==> config.mk <==
export PLATFORM = sky130hd
export DESIGN_NAME = alu_issuer
export DESIGN_NICKNAME = d
export VERILOG_FILES = /design/src/rtl/alu_issuer_pkg.sv /design/src/rtl/alu_issuer_cmd_encode.sv /design/src/rtl/alu_issuer.sv
export SDC_FILE = /design/constraint.sdc
export NUM_CORES = 1
export LEC_CHECK = 0
export CAP_MARGIN = 15
export CORE_MARGIN = 1.5
export CORE_UTILIZATION = 41
export CTS_BUF_LIST = sky130_fd_sc_hd__clkbuf_8
export CTS_CLUSTER_DIAMETER = 30
export DETAILED_ROUTE_END_ITERATION = 12
export HOLD_SLACK_MARGIN = 0.02
export PLACE_DENSITY = 0.94
export SETUP_SLACK_MARGIN = 0.3
export SYNTH_ARGS = -nofsm -noshare
export SYNTH_HDL_FRONTEND = slang
export SYNTH_SLANG_ARGS = --single-unit
export TNS_END_PERCENT = 5
==> constraint.sdc <==
create_clock -name clk -period 2.4 [get_ports clk]
set_input_delay 0.24 -clock clk [delete_from_list [all_inputs] [get_ports clk]]
set_output_delay 0.24 -clock clk [all_outputs]
set_load 0.02 [all_outputs]
==> src/rtl/alu_issuer_pkg.sv <==
// Shared definitions for the ALU strobe-interface issuer: op codes, one-hot
// command words, the illegal-op result marker and the issuer FSM states.
package alu_issuer_pkg;

  localparam logic [2:0] OP_SUB = 3'd0;
  localparam logic [2:0] OP_ADD = 3'd1;
  localparam logic [2:0] OP_SL  = 3'd2;
  localparam logic [2:0] OP_XOR = 3'd3;
  localparam logic [2:0] OP_OR  = 3'd4;
  localparam logic [2:0] OP_AND = 3'd5;
  localparam logic [2:0] OP_BEQ = 3'd6;
  localparam logic [2:0] OP_ILL = 3'd7;

  localparam logic [5:0] CMD_SUB = 6'b000001;
  localparam logic [5:0] CMD_ADD = 6'b000010;
  localparam logic [5:0] CMD_SL  = 6'b000100;
  localparam logic [5:0] CMD_XOR = 6'b001000;
  localparam logic [5:0] CMD_OR  = 6'b010000;
  localparam logic [5:0] CMD_AND = 6'b100000;

  localparam logic [31:0] ILLEGAL_RESULT = 32'h1111_1111;

  typedef enum logic [2:0] {
    IDLE,
    SETUP,
    FIRE,
    SETTLE,
    RESP
  } state_t;

endpackage

==> src/rtl/alu_issuer_cmd_encode.sv <==
// Translates a 3-bit decoded ALU op into the one-hot ALU command word and
// flags whether the op is one the ALU can execute.
module alu_cmd_encode
  import alu_issuer_pkg::*;
(
  input  logic [2:0] i_op,
  output logic [5:0] o_cmd,
  output logic       o_is_legal
);

  // BEQ is carried out as a subtraction; the branch decision is the zero flag.
  always_comb begin
    o_cmd      = 6'b000000;
    o_is_legal = 1'b1;
    case (i_op)
      OP_SUB:  o_cmd = CMD_SUB;
      OP_ADD:  o_cmd = CMD_ADD;
      OP_SL:   o_cmd = CMD_SL;
      OP_XOR:  o_cmd = CMD_XOR;
      OP_OR:   o_cmd = CMD_OR;
      OP_AND:  o_cmd = CMD_AND;
      OP_BEQ:  o_cmd = CMD_SUB;
      default: o_is_legal = 1'b0;
    endcase
  end

endmodule

==> src/rtl/alu_issuer.sv <==
// Initiator side of the ALU strobe interface: takes one request at a time,
// strobes the ALU with stable operands, and returns a tagged response.
module alu_issuer
  import alu_issuer_pkg::*;
#(
  parameter int TAG_W         = 5,
  parameter int SETTLE_CYCLES = 1
) (
  input  logic             clk,
  input  logic             reset,
  input  logic             req_valid,
  output logic             req_ready,
  input  logic [2:0]       req_op,
  input  logic [31:0]      req_a,
  input  logic [31:0]      req_b,
  input  logic [TAG_W-1:0] req_tag,
  output logic             ALUenable,
  output logic [5:0]       command,
  output logic [31:0]      data1,
  output logic [31:0]      data2,
  input  logic [31:0]      ALUresult,
  input  logic             ALUzero,
  output logic             rsp_valid,
  input  logic             rsp_ready,
  output logic [31:0]      rsp_result,
  output logic             rsp_zero,
  output logic             rsp_taken,
  output logic             rsp_illegal,
  output logic [TAG_W-1:0] rsp_tag
);

  localparam logic [3:0] SETTLE_LOAD = 4'(SETTLE_CYCLES);

  state_t r_state;
  state_t w_next;

  logic             r_req_ready;
  logic             r_alu_enable;
  logic [5:0]       r_command;
  logic [31:0]      r_data1;
  logic [31:0]      r_data2;
  logic             r_rsp_valid;
  logic [31:0]      r_rsp_result;
  logic             r_rsp_zero;
  logic             r_rsp_taken;
  logic             r_rsp_illegal;
  logic [TAG_W-1:0] r_rsp_tag;
  logic [3:0]       r_count;
  logic             r_is_beq;

  logic [5:0] w_cmd;
  logic       w_legal;
  logic       w_accept;
  logic       w_sample;
  logic       w_rsp_done;

  alu_cmd_encode u_encode (
    .i_op      (req_op),
    .o_cmd     (w_cmd),
    .o_is_legal(w_legal)
  );

  assign w_accept   = req_valid && r_req_ready && (r_state == IDLE);
  assign w_sample   = (r_state == SETTLE) && (r_count == 4'd1);
  assign w_rsp_done = (r_state == RESP) && r_rsp_valid && rsp_ready;

  always_comb begin
    w_next = r_state;
    case (r_state)
      IDLE:    if (w_accept) w_next = w_legal ? SETUP : RESP;
      SETUP:   w_next = FIRE;
      FIRE:    w_next = SETTLE;
      SETTLE:  if (w_sample) w_next = RESP;
      RESP:    if (w_rsp_done) w_next = IDLE;
      default: w_next = IDLE;
    endcase
  end

  always_ff @(posedge clk) begin
    if (reset) r_state <= IDLE;
    else       r_state <= w_next;
  end

  // Handshake outputs use the registered valid so a response is never shown
  // for a cycle after the consumer has already taken it.
  always_ff @(posedge clk) begin
    if (reset) begin
      r_req_ready  <= 1'b0;
      r_alu_enable <= 1'b0;
      r_rsp_valid  <= 1'b0;
      r_count      <= 4'd0;
    end else begin
      r_req_ready  <= (w_next == IDLE);
      r_alu_enable <= (r_state == FIRE);
      r_rsp_valid  <= (r_state == RESP) && !w_rsp_done;
      if (r_state == FIRE)        r_count <= SETTLE_LOAD;
      else if (r_state == SETTLE) r_count <= r_count - 4'd1;
    end
  end

  always_ff @(posedge clk) begin
    if (reset) begin
      r_command     <= 6'b000000;
      r_data1       <= 32'd0;
      r_data2       <= 32'd0;
      r_rsp_result  <= 32'd0;
      r_rsp_zero    <= 1'b0;
      r_rsp_taken   <= 1'b0;
      r_rsp_illegal <= 1'b0;
      r_rsp_tag     <= '0;
      r_is_beq      <= 1'b0;
    end else if (w_accept) begin
      r_command <= w_cmd;
      r_data1   <= req_a;
      r_data2   <= req_b;
      r_rsp_tag <= req_tag;
      r_is_beq  <= (req_op == OP_BEQ);
      if (!w_legal) begin
        r_rsp_result  <= ILLEGAL_RESULT;
        r_rsp_zero    <= 1'b0;
        r_rsp_taken   <= 1'b0;
        r_rsp_illegal <= 1'b1;
      end
    end else if (w_sample) begin
      r_rsp_result  <= ALUresult;
      r_rsp_zero    <= ALUzero;
      r_rsp_taken   <= r_is_beq && ALUzero;
      r_rsp_illegal <= 1'b0;
    end
  end

  assign req_ready   = r_req_ready;
  assign ALUenable   = r_alu_enable;
  assign command     = r_command;
  assign data1       = r_data1;
  assign data2       = r_data2;
  assign rsp_valid   = r_rsp_valid;
  assign rsp_result  = r_rsp_result;
  assign rsp_zero    = r_rsp_zero;
  assign rsp_taken   = r_rsp_taken;
  assign rsp_illegal = r_rsp_illegal;
  assign rsp_tag     = r_rsp_tag;

endmodule
== Word level (Yosys, flattened, before mapping) ==
Index checks and enable logic that the tools add are counted.
Operators by class
  reductions and logical operators: 17
  equal/unequal tests: 12
  add/subtract/negate cells: 1
  mux-type cells: 20
Operator list (number)
  32-bit 2-to-1 mux: 3
  6-bit case mux with 6 select lines: 1
  3-bit case mux with 5 select lines: 1
  3-bit by 2-bit == test with 1-bit output, second input constant: 4
  3-bit == test, second input constant: 4
  3-bit 2-to-1 mux: 4
  1-bit 2-to-1 mux: 11
  3-bit zero test: 3
  1-bit logical AND: 7
  7-bit OR reduction: 1
  3-bit by 1-bit == test with 1-bit output, second input constant: 2
  4-bit by 1-bit == test with 1-bit output, second input constant: 1
  2-bit nonzero test: 2
  2-bit OR reduction: 2
  4-bit by 1-bit subtractor with 4-bit output, second input constant: 1
  2-bit != test, second input constant: 1
  2-bit AND reduction: 1
  1-bit zero test: 1
Word-level totals
  register bits: 121
  bits of input ports: 109
  output and inout port bits: 113

== Logic depth before layout (Yosys ltp) ==
  depth after elaboration: 7
  gate-level depth with buffers: 8

== Hierarchy ==
From an unflattened synthesis, not the netlist that was laid out.
Unflattened totals
  cells, all modules: 549
  area, all modules: 4684.5 sq um
By module, submodules not included
  alu_issuer: area each 4626.9 sq um, times used 1, cells each 540
  alu_cmd_encode: area each 57.6 sq um, times used 1, cells each 9

== Least setup slack after synthesis ==
Ideal clock, no wire load.
  path type: register to register
  start point: register r_state[0]
  end point: register r_command[2] (netlist: command[2])
  setup slack: 0.576 ns
  data required time: 2.330 ns
  arrival: 1.754 ns
  period minus slack after synthesis: 1.824 ns
  cell stages (with the launch flop): 7
  cells stage by stage: dfxtp_1 buf_6 or2_4 or3_1 buf_2 or4b_1 a21oi_1
Between the ends
  longest elaborated chain between the ends: 2
Ends and longest elaborated chain
  from (decl): RTL line alu_issuer.sv:34  | state_t r_state;
  from (signal assigned): RTL line alu_issuer.sv:81  | else r_state <= w_next;
  3-bit zero test: RTL line alu_issuer.sv:63  | assign w_accept = req_valid && r_req_ready && (r_state == IDLE);
  1-bit logical AND: RTL line alu_issuer.sv:63
  to (signal assigned): RTL line alu_issuer.sv:113  | r_command <= w_cmd;
  to (decl): RTL line alu_issuer.sv:39  | logic [5:0] r_command;
No other way between the ends.
A chain may end at the register's enable or synchronous reset.

== Worst setup path in the final report ==
  start point: register r_count[1]
  end point: register r_rsp_result[28] (netlist: rsp_result[28])
Between the ends
  longest elaborated chain between the ends: 4
Ends and longest elaborated chain
  from (decl): RTL line alu_issuer.sv:48  | logic [3:0] r_count;
  from (signal assigned): RTL line alu_issuer.sv:97  | else if (r_state == SETTLE) r_count <= r_count - 4'd1;
  4-bit by 1-bit == test with 1-bit output: RTL line alu_issuer.sv:64  | assign w_sample = (r_state == SETTLE) && (r_count == 4'd1);
  1-bit logical AND: RTL line alu_issuer.sv:64
  2-bit nonzero test (no source line)
  2-bit AND reduction (no source line)
  to (signal assigned): RTL line alu_issuer.sv:125  | r_rsp_result <= ALUresult;
  to (decl): RTL line alu_issuer.sv:43  | logic [31:0] r_rsp_result;
No other way between the ends.

==> metrics.txt <==
ratio of final minimum period to clock period 82.0%; Worst Max-Slew Pin Slew 0.495 ns; largest net degree at the start of global routing 49; areal power density over the cells 706 nW/um2; global placement routability congestion 0.776; area of the core 10300 um2; Yosys warning total 0; growth of design area from synthesis to finish 63.9%; number of nets at the end of the flow 847; start-to-end type of the worst setup path reg -> reg; Tot GR Track Use 23.0%; io pins 222; TritonCTS clock tree built; post-layout total power 4.99 mW; Total Die Area 11100 um2; overall routed net length 12800 um; Die Ht 105 um; maximum root-to-sink buffer count 2; Critical Path Source Type register; Num CTS Buffers 17; post-synthesis instance area 4310 um2; detailed-routing iteration count for the pre-antenna-repair pass 4; drc violations 0; total of fill cells in the finished design 787; Final min period 1.97 ns; final hold violation count 0; total number of vias 4448; post_cts resized 1; fin worst setup slack 0.431 ns; count of nets left with antenna violations after detail routing 0; number of buffers inserted by hold repair at cts 0; Remaining Overflow, GRT 0; smallest hold slack 0.186 ns; vias in the first global route 4411; Avg Vias per Cell 5.03; Setup TNS Final 0 ns; total of max-cap violations 0; antenna violations before repair 0; WL/cell 14.5 um; Post-Synthesis Mean Instance Area 8.23 um2; final max-slew violation count 0; worst relative slew slack 66.9%; horizontal die dimension 105 um; kind of end point of the critical path register; Netlist cell types 30; Max IR drop VDD 0.000460 V; CTS H-tree lvls 4; Antenna diodes 0; ranking of synthesized cells by area dfxtp_1 56%, nand2_1 15%, a21oi_1 13%; Required @ worst endpoint 2.74 ns; placement row count 37; number of setup violations in the final report 0; first-pass GRT wire length 20600 um; peak fanout along the critical path 24; effective utilization at floorplan 41.9%; source-to-sink clock delay at the later pin of the worst-skew pair 0.40 ns; result of the run finished, final reports clean; placed wire-length estimate 9300 um; Detailed Route Iter0 Violations 218; setup slack after placement 0.163 ns; clock-pin transition on the worst setup and hold timing paths 0.07 ns; flip-flop and latch count after synthesis 121; Synth top area share 56.2%; Seq/Total Area, Yosys 56.2%; post-CTS repair timing setup buffer count 0; Clock Sinks 121; worst hold path type in -> reg; top cell type by total area after synthesis dfxtp_1; unrepaired setup endpoints after global routing true; largest clock skew in the final design 0.00611 ns; share of layout cells above drive strength 1 7.21%; FMAX 0.508 GHz; number of nets in the synthesized netlist 634; Static Leakage 2.48 nW; root cell of the clock tree clkbuf_8; synthesized instance count 523; count of port buffers added during placement 221; Worst EP arrival 2.31 ns
==> report_power, final <==
part	internal [mW]	switching (mW)	leakage, nW	total (mW)
combinational	0.439	0.451	1.26	0.890
sequential	2.12	0.0655	0.981	2.19
clock	1.16	0.744	0.234	1.91
==> state kept, by name, summed over array words and instances, names as in the netlist <==
register / cells
rsp_zero: 1
rsp_taken: 1
rsp_tag: 5
command: 6
data1: 32
rsp_result: 32
data2: 32
ALUenable: 1
req_ready: 1
r_count: 4
rsp_valid: 1
r_is_beq: 1
rsp_illegal: 1
r_state: 3
==> cells in the mapped netlist <==
| master | n |
|---|---|
| buf_2 | 3 |
| or2_4 | 1 |
| a211oi_1 | 1 |
| or3_1 | 2 |
| a21oi_1 | 108 |
| or4b_1 | 3 |
| nor4bb_1 | 1 |
| dfxtp_1 | 121 |
| nor2b_1 | 3 |
| nand2b_1 | 1 |
| o22a_1 | 1 |
| clkbuf_1 | 31 |
| o221a_2 | 8 |
| nor2_1 | 4 |
| nand2_1 | 176 |
| o21ai_0 | 2 |
| buf_1 | 5 |
| inv_1 | 2 |
| buf_6 | 1 |
| xor2_1 | 1 |
| a32oi_1 | 1 |
| nand3_1 | 28 |
| and2_1 | 3 |
| nor3_1 | 5 |
| ha_1 | 2 |
| nand3b_1 | 1 |
| nor4b_1 | 1 |
| clkinv_1 | 1 |
| nand4b_1 | 5 |
| and3_1 | 1 |
==> worst max-delay path, stage by stage, from the launching register on <==
cell and delay [ns]:
dfxtp_1 0.33, inv_1 0.08, ha_1 0.13, nor4bb_2 0.47
nand2_1 0.14, buf_4 0.25, nand2_1 0.25, o221a_2 0.26
==> cell type report <==
| class | count | area, um2 | area share, % |
|---|---|---|---|
| Multi-Input combinational cell | 359 | 1730 | 24.5 |
| Sequential cell | 121 | 2420 | 34.3 |
| Clock buffer | 19 | 262 | 3.70 |
| Tap cell | 136 | 170 | 2.41 |
| Timing Repair Buffer | 234 | 2310 | 32.7 |
| Clock inverter | 13 | 160 | 2.27 |
| Inverter | 3 | 11.3 | 0.159 |
==> kinds of logic after synthesis <==
group / after synthesis / synth area share [%]
flops: 121 / 56.2
buf+inv: 43 / 4.01
fa+ha+maj: 2 / 0.581
compound gates: 121 / 15.5
simple gates: 235 / 23.5
xor+xnor: 1 / 0.203
==> layer usage <==
metal,track usage (%),part of all wire [%]
met5,0,0
met2,40.0,50
met1,25.7,40
met3,8.78,8.6
met4,8.01,1.4
==> final timing paths <==
path / startpoint / end / slack (ns) / cells past startpoint
hold / removal: reset / data2[11] / 0.19 / 2
setup / recovery: r_count[1] / rsp_result[28] / 0.43 / 7
setup reg to reg: r_count[1] / rsp_result[28] / 0.43 / 7
hold reg to reg: data2[0] / data2[0] / 0.45 / 2
==> layout by cell type, fill, tap and decap left out, drive strengths merged, types with 2 or more instances in the layout <==
cell,instances
clkdlybuf4s50,220
nor3,5
a21oi,108
and2,3
nor2,4
clkbuf,19
nand2,176
nand3,28
buf,14
dfxtp,121
clkinv,6
o221a,8
or4b,3
nor2b,3
or3,2
ha,2
nand4b,5
inv,6
o21ai,2
bufinv,4
==> through the flow <==
step           instances  utilization (%)  area (um2)
5_1_grt              885             68.7        7060
6_report             885             68.7        7060
4_1_cts              885             68.7        7060
2_1_floorplan        523                -        4310
3_5_place_dp         853             64.5        6630
3_3_place_gp         853             64.5        6630
Note: power is estimated with default switching activity, not from simulation.
